<file path="src/rtl/pc_fetch_unit_if.sv">
// pc_fetch_unit_if: IMEM port and IF/ID handshake between fetch, instruction memory and decoder.
interface pc_fetch_unit_if;
    logic [31:0] PC_Out;
    logic [31:0] instruction;
    logic        if_valid;
    logic        if_ready;
    logic [31:0] if_pc;
    logic [31:0] if_instr;
    modport master (output PC_Out, if_valid, if_pc, if_instr, input instruction, if_ready);
    modport slave  (input PC_Out, if_valid, if_pc, if_instr, output instruction, if_ready);
endinterface

</file>
<file path="src/rtl/pc_fetch_unit.sv">
// pc_fetch_unit: program counter, IF/ID holding register with valid/ready, redirect flush and sticky fetch faults.
module pc_fetch_unit #(
    parameter logic [31:0] RESET_PC   = 32'h0000_0000,
    parameter int          IMEM_DEPTH = 256
) (
    input  logic              clk,
    input  logic              rst,
    pc_fetch_unit_if.master   bus,
    input  logic              stall,
    input  logic              redirect_valid,
    input  logic [31:0]       redirect_target,
    output logic              fetch_fault,
    output logic [31:0]       fault_pc,
    output logic [31:0]       fetch_count
);
    typedef enum logic [1:0] {WARMUP, RUN, FAULT} state_t;
    localparam logic [32:0] DEPTH = 33'(IMEM_DEPTH);
    state_t      state_q, state_d;
    logic [31:0] pc_q, pc_d, if_pc_q, if_pc_d, if_instr_q, if_instr_d;
    logic [31:0] fault_pc_q, fault_pc_d, count_q, count_d;
    logic        valid_q, valid_d, fault_q, fault_d;
    logic        hs, adv, tgt_bad, seq_oor;
    logic [32:0] pc_inc;
    always_comb begin
        hs         = valid_q && bus.if_ready;
        adv        = !stall && (!valid_q || bus.if_ready);
        // carry out of the +4 lands in the word index, so a wrap is always out of range
        pc_inc     = {1'b0, pc_q} + 33'd4;
        seq_oor    = {2'b0, pc_inc[32:2]} >= DEPTH;
        tgt_bad    = (redirect_target[1:0] != 2'b00) || ({3'b0, redirect_target[31:2]} >= DEPTH);
        state_d    = state_q;
        pc_d       = pc_q;
        valid_d    = valid_q;
        if_pc_d    = if_pc_q;
        if_instr_d = if_instr_q;
        fault_d    = fault_q;
        fault_pc_d = fault_pc_q;
        count_d    = count_q + {31'b0, hs};
        if (state_q != FAULT && redirect_valid) begin
            valid_d = 1'b0;
            if (tgt_bad) begin
                state_d    = FAULT;
                fault_d    = 1'b1;
                fault_pc_d = redirect_target;
            end else begin
                state_d = RUN;
                pc_d    = redirect_target;
            end
        end else if (state_q == WARMUP) begin
            state_d = RUN;
        end else if (state_q == RUN && adv) begin
            valid_d    = 1'b1;
            if_pc_d    = pc_q;
            if_instr_d = bus.instruction;
            if (seq_oor) begin
                state_d    = FAULT;
                fault_d    = 1'b1;
                fault_pc_d = pc_inc[31:0];
            end else begin
                pc_d = pc_inc[31:0];
            end
        end else if (hs) begin
            valid_d = 1'b0;
        end
    end
    always_ff @(posedge clk or negedge rst) begin
        if (!rst) begin
            state_q    <= WARMUP;
            pc_q       <= RESET_PC;
            valid_q    <= 1'b0;
            if_pc_q    <= '0;
            if_instr_q <= '0;
            fault_q    <= 1'b0;
            fault_pc_q <= '0;
            count_q    <= '0;
        end else begin
            state_q    <= state_d;
            pc_q       <= pc_d;
            valid_q    <= valid_d;
            if_pc_q    <= if_pc_d;
            if_instr_q <= if_instr_d;
            fault_q    <= fault_d;
            fault_pc_q <= fault_pc_d;
            count_q    <= count_d;
        end
    end
    assign bus.PC_Out   = pc_q;
    assign bus.if_valid = valid_q;
    assign bus.if_pc    = if_pc_q;
    assign bus.if_instr = if_instr_q;
    assign fetch_fault  = fault_q;
    assign fault_pc     = fault_pc_q;
    assign fetch_count  = count_q;
endmodule
</file>
<file path="src/flat_wrapper.sv">
// flat-port wrapper written by rule: the top's interface ports become plain ports
module pc_fetch_unit_flat 
#(
    parameter logic [31:0] RESET_PC   = 32'h0000_0000,
    parameter int          IMEM_DEPTH = 256
)
  (clk, rst, stall, redirect_valid, redirect_target, fetch_fault, fault_pc, fetch_count, bus_PC_Out, bus_if_valid, bus_if_pc, bus_if_instr, bus_instruction, bus_if_ready);
  pc_fetch_unit_if bus_i ();
  input  logic clk;
  input  logic rst;
  input  logic stall;
  input  logic redirect_valid;
  input  logic [31:0] redirect_target;
  output logic fetch_fault;
  output logic [31:0] fault_pc;
  output logic [31:0] fetch_count;
  output wire logic [$bits(bus_i.PC_Out)-1:0] bus_PC_Out;
  output wire logic [$bits(bus_i.if_valid)-1:0] bus_if_valid;
  output wire logic [$bits(bus_i.if_pc)-1:0] bus_if_pc;
  output wire logic [$bits(bus_i.if_instr)-1:0] bus_if_instr;
  input wire logic [$bits(bus_i.instruction)-1:0] bus_instruction;
  input wire logic [$bits(bus_i.if_ready)-1:0] bus_if_ready;
  assign bus_PC_Out = bus_i.PC_Out;
  assign bus_if_valid = bus_i.if_valid;
  assign bus_if_pc = bus_i.if_pc;
  assign bus_if_instr = bus_i.if_instr;
  assign bus_i.instruction = bus_instruction;
  assign bus_i.if_ready = bus_if_ready;
  pc_fetch_unit #(.RESET_PC(RESET_PC), .IMEM_DEPTH(IMEM_DEPTH)) u_core (.clk(clk), .rst(rst), .bus(bus_i), .stall(stall), .redirect_valid(redirect_valid), .redirect_target(redirect_target), .fetch_fault(fetch_fault), .fault_pc(fault_pc), .fetch_count(fetch_count));
endmodule
</file>
<file path="config.mk">
export PLATFORM = sky130hd
export DESIGN_NAME = pc_fetch_unit_flat
export DESIGN_NICKNAME = d
export VERILOG_FILES = /design/src/rtl/pc_fetch_unit_if.sv /design/src/rtl/pc_fetch_unit.sv /design/src/flat_wrapper.sv
export SDC_FILE = /design/constraint.sdc
export NUM_CORES = 1
export LEC_CHECK = 0
export ABC_AREA = 1
export ABC_CLOCK_PERIOD_IN_PS = 5200
export CAP_MARGIN = 20
export CELL_PAD_IN_SITES_DETAIL_PLACEMENT = 1
export CELL_PAD_IN_SITES_GLOBAL_PLACEMENT = 2
export CORE_MARGIN = 4
export CORE_UTILIZATION = 29
export DETAILED_ROUTE_END_ITERATION = 12
export PLACE_DENSITY = 0.92
export SLEW_MARGIN = 0
export SYNTH_ARGS = -nofsm -noshare
export SYNTH_HDL_FRONTEND = slang
export SYNTH_SLANG_ARGS = --single-unit
</file>
<file path="constraint.sdc">
create_clock -name clk -period 5.2 [get_ports clk]
set_input_delay 1.04 -clock clk [delete_from_list [all_inputs] [get_ports clk]]
set_output_delay 1.04 -clock clk [all_outputs]
set_load 0.03 [all_outputs]
</file>
**After elaboration in Yosys (flattened, before gate mapping)**

Cells that the tools add are included.

- Register bits: 164
- Bits in latches: 0
- RAM bits: 0
- Bits in read-only memories: 0
- Input bits: 69
- Output and inout bits: 162
- Logic and storage cells: 64
- Memories kept: 0

- Add/sub/neg operators: 2
- Multiply operators: 0
- Divide/modulo/power cells: 0
- $lt $le $gt $ge: 2
- Equal/unequal tests: 6
- Shifts and indexed selects: 0
- Mux-type cells: 24
- Bitwise logic cells: 2
- Reductions and logical operators: 20

Operators with widths:

| kind | number |
|---|---|
| 32-bit 2-to-1 mux | 10 |
| 32-bit by 3-bit adder with 33-bit output, second input constant | 1 |
| 32-bit by 1-bit adder with 32-bit output | 1 |
| 31-bit by 9-bit greater-or-equal comparator with 1-bit output, second input constant | 1 |
| 30-bit by 9-bit greater-or-equal comparator with 1-bit output, second input constant | 1 |
| 2-bit 2-to-1 mux | 5 |
| 1-bit 2-to-1 mux | 9 |
| 3-bit nonzero test | 3 |
| 4-bit AND reduction | 2 |
| 2-bit inequality test, second input constant | 3 |
| 2-bit nonzero test | 3 |
| 1-bit logical AND | 4 |
| 2-bit by 1-bit inequality test with 1-bit output, second input constant | 2 |
| 2-bit AND reduction | 2 |
| 3-bit AND reduction | 1 |
| 2-bit by 1-bit equality test with 1-bit output, second input constant | 1 |
| 1-bit zero test | 2 |
| 2-bit zero test | 1 |
| 1-bit logical OR | 2 |
| 1-bit NOT | 2 |

**Depth between registers and ports, before layout**

- Depth after elaboration: 7
- Depth in mapped cells: 17
- Mapped depth without buffers: 16

**Worst setup path after synthesis**

No wires, ideal clock.

- Path kind: input to register
- Start point: input bus_if_ready
- End point: register u_core.count_q[28], in the netlist u_core.fetch_count[28]
- Setup time: 0.080 ns
- Arrival time: 2.935 ns
- Required time: 5.120 ns
- Slack: 2.185 ns
- Stages: 15
- Path buffers: 0
- Path through: nand2_1 > inv_1 > ha_1 > ha_1 > nand2_1 > nor2_1 > nand3_1 > nor2_1 > nand2_1 > nor3_2 > nand3_1 > nor2_1 > nand3_1 > nor2_1 > xor2_1

- Longest elaborated chain between the ends: 2

RTL lines:

| item | line | text |
|---|---|---|
| from (decl) | flat_wrapper.sv:22 | `input wire logic [$bits(bus_i.if_ready)-1:0] bus_if_ready;` |
| 1-bit logical AND | pc_fetch_unit.sv:25 | `hs = valid_q && bus.if_ready;` |
| 32-bit by 1-bit adder with 32-bit output | pc_fetch_unit.sv:38 | `count_d = count_q + {31'b0, hs};` |
| net u_core.count_d[28] | pc_fetch_unit.sv:20 | `logic [31:0] fault_pc_q, fault_pc_d, count_q, count_d;` |
| to (signal assigned) | pc_fetch_unit.sv:84 | `count_q <= count_d;` |
| to (decl) | pc_fetch_unit.sv:20 |  |

The timed path passes the listed nets, and every way through them passes these cells.
A chain may end at the register's enable or synchronous reset.

**Final worst setup path**

- Start point: register u_core.pc_q[2], in the netlist u_core.bus.PC_Out[2]
- End point: register u_core.pc_q[22], in the netlist u_core.bus.PC_Out[22]

- Longest elaborated chain between the ends: 5
- Elaborated cells between the ends (all ways): 8
- Those cells by class: 1 x add/sub; 1 x order compare; 1 x eq/ne; 4 x mux; 1 x reduce/logical

RTL lines:

| item | line | text |
|---|---|---|
| from (decl) | pc_fetch_unit.sv:19 | `logic [31:0] pc_q, pc_d, if_pc_q, if_pc_d, if_instr_q, if_instr_d;` |
| from (signal assigned) | pc_fetch_unit.sv:78 | `pc_q <= pc_d;` |
| 32-bit by 3-bit adder with 33-bit output * | pc_fetch_unit.sv:28 | `pc_inc = {1'b0, pc_q} + 33'd4;` |
| branches (longest 4 deep; another with 31-bit by 9-bit greater-or-equal comparator with 1-bit output) | -- |  |

Mark *: on every way between the ends. The select of a mux whose other input is x is not followed.

==> impl_metrics.csv <==
group,metric,value,unit
setup_path,crit_top_cell,"nand2_1",
route,wl_met3,1.32,mm
timing,slew_headroom,44.9,%
place,dpl-instance-area,0.0104,mm²
clock_tree,postCtsSetupBuffers,0,
route,highest_layer,"met4",
setup_path,critPathMaxFanout,32,
final_layout,n_antenna_cell,0,
route,antenna_left,0,
setup_path,cp-start-kind,"flip-flop",
timing,finClkSkew,17.4,ps
floorplan,core_area,0.0262,mm²
yosys,yosysUniqueCellTypes,33,
yosys,synth_top_area_share,52.8,%
grt,gr-total-overflow,0,
timing,final-max-slew-violation-count,0,
yosys,synthTopCellsByCount,"417 x nand2_1, 164 x dfrtp_1, 80 x nor2_1",
power_and_ir_drop,peakVddDrop,0.000216,V
setup_path,endpoint_kind,"flip-flop",
grt,grt.total_usage,18.2,%
floorplan,top_level_ports,231,
place,port_buffers,230,
floorplan,rows,59,
setup_path,arrival,4130,ps
place,gp_routability_congestion,0.816,
floorplan,floorplan.initialDensity,29.7,%
floorplan,die_h,172,µm
timing,final_hold_viol_count,0,
final_layout,area_delta_synth_final,41.8,%
setup_path,slowest_stage,"nand3_2",
timing,fmax,262,MHz
place,hpwl,20.2,mm
grt,grt_pass1_vias,7589,
timing,setup_tns,0,ps
clock_tree,cts.sinks,164,
setup_path,crit_type,"reg -> reg",
yosys,synthXorXnorAreaFrac,4.51,%
min_path,hp-class,"reg -> reg",
yosys,synthAdderAreaFrac,0.483,%
timing,setup-violations-final,0,
route,wl_per_cell,17.2,µm
yosys,synth_top_cell_by_area,"dfrtp_1",
clock_tree,htreeDepth,4,
yosys,yosys.area_share.simple,33.3,%
route,met1_length,12.4,mm
clock_tree,cts_tree,"yes",
power_and_ir_drop,p_leak,5.29,nW
clock_tree,clkLatencyLatePin,430,ps
route,drc,0,
yosys,synth_top_family_by_area,"simple AND/OR/NAND/NOR gates",
clock_tree,numCtsBuffers,17,
final_layout,stdcell_area,0.0110,mm²
yosys,synth_ff_type,"dfrtp_1",
setup_path,crit_chain,"ha_1, nand2_1, nor2_4, nand2_2, nor2_4, nand2_1, nand2_1, nand2_1, nor2_1, nand2_1, nor2_1, nand3_1, nand2_1, nand3_2, nand2_1, inv_2",
clock_tree,clockBufferDepth,2,
yosys,synth-edff-count,0,
route,vias,7212,
yosys,syn-cell-area,0.00777,mm²
yosys,syn_nets,1044,
clock_tree,cts.hold.buffers_added,0,
timing,hold_slack,470,ps
route,firstDrtPassIters,4,
timing,worstMarginPinSlew,825,ps
yosys,yosysSeqAreaShare,52.8,%
yosys,syn_inst,972,
final_layout,drive_above_1_share,8.34,%
grt,grt_max_degree,84,
yosys,synth.most_common_cell,"nand2_1",
yosys,syn_avg_cell_area,8.00,µm²
setup_path,required,5510,ps
grt,antenna_found_initial,0,
status,outcome,"completed",
floorplan,die-area,0.0295,mm²
timing,rsz0062_at_grt,"no",
floorplan,die_w,172,µm
timing,fin_crit_sh,73.5,%
route,drt_iter0_markers,445,
setup_path,cp_slowest_stage_delay,760,ps
yosys,yosys_warnings,0,
clock_tree,post_cts_resized,0,
yosys,synth-seq-cells,164,
clock_tree,clk_pin_slew,70,ps
clock_tree,root_buffer,"clkbuf_16",
route,wirelength,26.5,mm
run,cap_viol_max_count,0,
route,wl_met2,12.6,mm
yosys,synth-compound-area-share,3.36,%
yosys,async_reset_ff_share,100,%
power_and_ir_drop,p_per_area,475,mW/mm²
final_layout,final_util,42.1,%
timing,min_period,3820,ps
final_layout,fin_nets,1270,
yosys,synthMuxAreaShare,0,%
grt,grt_pass1_wl,42.2,mm
route,drt-vias-per-instance,4.66,
yosys,ys_top_cells_by_area,"dfrtp_1 53%, nand2_1 20%, nor2_1 3.9%",
-- logic make-up after synthesis --
| logic type | Yosys count |
|---|---|
| XOR/XNOR | 40 |
| AND/OR/NAND/NOR | 618 |
| AO/OA/AOI/OAI | 47 |
| flip-flops | 164 |
| adder cells (fa/ha/maj) | 3 |
| buffers and inverters | 100 |
-- worst max-delay path, delay by kind of cell (launching register included) --
kind	cells	cell delay [ps]
flops	1	580
fa+ha+maj	1	300
buf+inv	1	40
simple gates	14	2760
-- report_power, final --
| part | switching (mW) | total (mW) | internal [mW] | leakage (nW) |
|---|---|---|---|---|
| sequential | 0.239 | 1.83 | 1.59 | 2.15 |
| clock | 0.570 | 1.29 | 0.723 | 0.288 |
| combinational | 1.32 | 2.11 | 0.789 | 2.86 |
| total | 2.13 | 5.23 | 3.10 | 5.29 |
-- path summary, 6_finish.rpt --
path | start | endpoint | slack [ps] | depth (start not counted)
worst max-delay path | u_core.bus.PC_Out[2] | u_core.bus.PC_Out[22] | 1380 | 16
max in group asynchronous | rst | u_core.bus.PC_Out[27] | 3420 | 2
min in group asynchronous | rst | u_core.fetch_count[3] | 660 | 1
worst min-delay path | u_core.fetch_count[31] | u_core.fetch_count[31] | 470 | 1
worst min register to register | u_core.fetch_count[31] | u_core.fetch_count[31] | 470 | 1
worst max register to register | u_core.bus.PC_Out[2] | u_core.bus.PC_Out[22] | 1380 | 16
-- per-layer routing --
metal | vias to the layer above | track usage [%]
met5 | - | 0
met1 | 3513 | 25.1
met3 | 16 | 3.88
met4 | 0 | 4.34
li1 | 3500 | -
met2 | 183 | 29.4
-- state kept, by name, indices dropped and copies added (netlist names) --
name,cells
u_core.fetch_fault,1
u_core.bus.PC_Out,32
u_core.fetch_count,32
u_core.fault_pc,32
u_core.state_q,2
u_core.bus.if_instr,32
u_core.bus.if_pc,32
u_core.bus.if_valid,1
-- metrics by stage --
| step | cells | total power [mW] | setup slack, ps |
|---|---|---|---|
| finish | 1546 | 5.23 | 1380 |
| global route | 1546 | 5.56 | 1070 |
| CTS | 1546 | 5.31 | 1300 |
| detailed placement | 1514 | 3.99 | 1060 |
| global placement | 1513 | 3.94 | 1150 |
| floorplan | 972 | 3.02 | 2180 |
-- area by class of cell --
| class | instances | area [µm²] |
|---|---|---|
| sequential | 164 | 4100 |
| inverter | 66 | 248 |
| clock inverter | 15 | 170 |
| tap | 335 | 419 |
| clock buffer | 17 | 425 |
| multi-input combinational | 708 | 3260 |
| fill | 3117 | 15200 |
| timing repair buffer | 241 | 2400 |
-- cells in the final DEF, fill, tap and decap left out, drive strengths merged --
cell | synthesis | routed
clkinv | 1 | 5
clkdlybuf4s50 | 0 | 229
bufinv | 0 | 2
dfrtp | 164 | 164
nand2 | 431 | 431
nor4 | 6 | 6
a31oi | 15 | 15
nand3 | 56 | 56
nand4 | 17 | 17
clkbuf | 23 | 17
and3 | 1 | 1
ha | 3 | 3
xnor2 | 13 | 13
nand3b | 7 | 7
nor2 | 90 | 90
o32ai | 1 | 1
xor2 | 27 | 27
buf | 11 | 12
clkinvlp | 0 | 2
or2 | 1 | 1
inv | 65 | 72
o21ai | 27 | 27
a21oi | 4 | 4
nor3 | 9 | 9
Power figures use the tool's default switching activity.
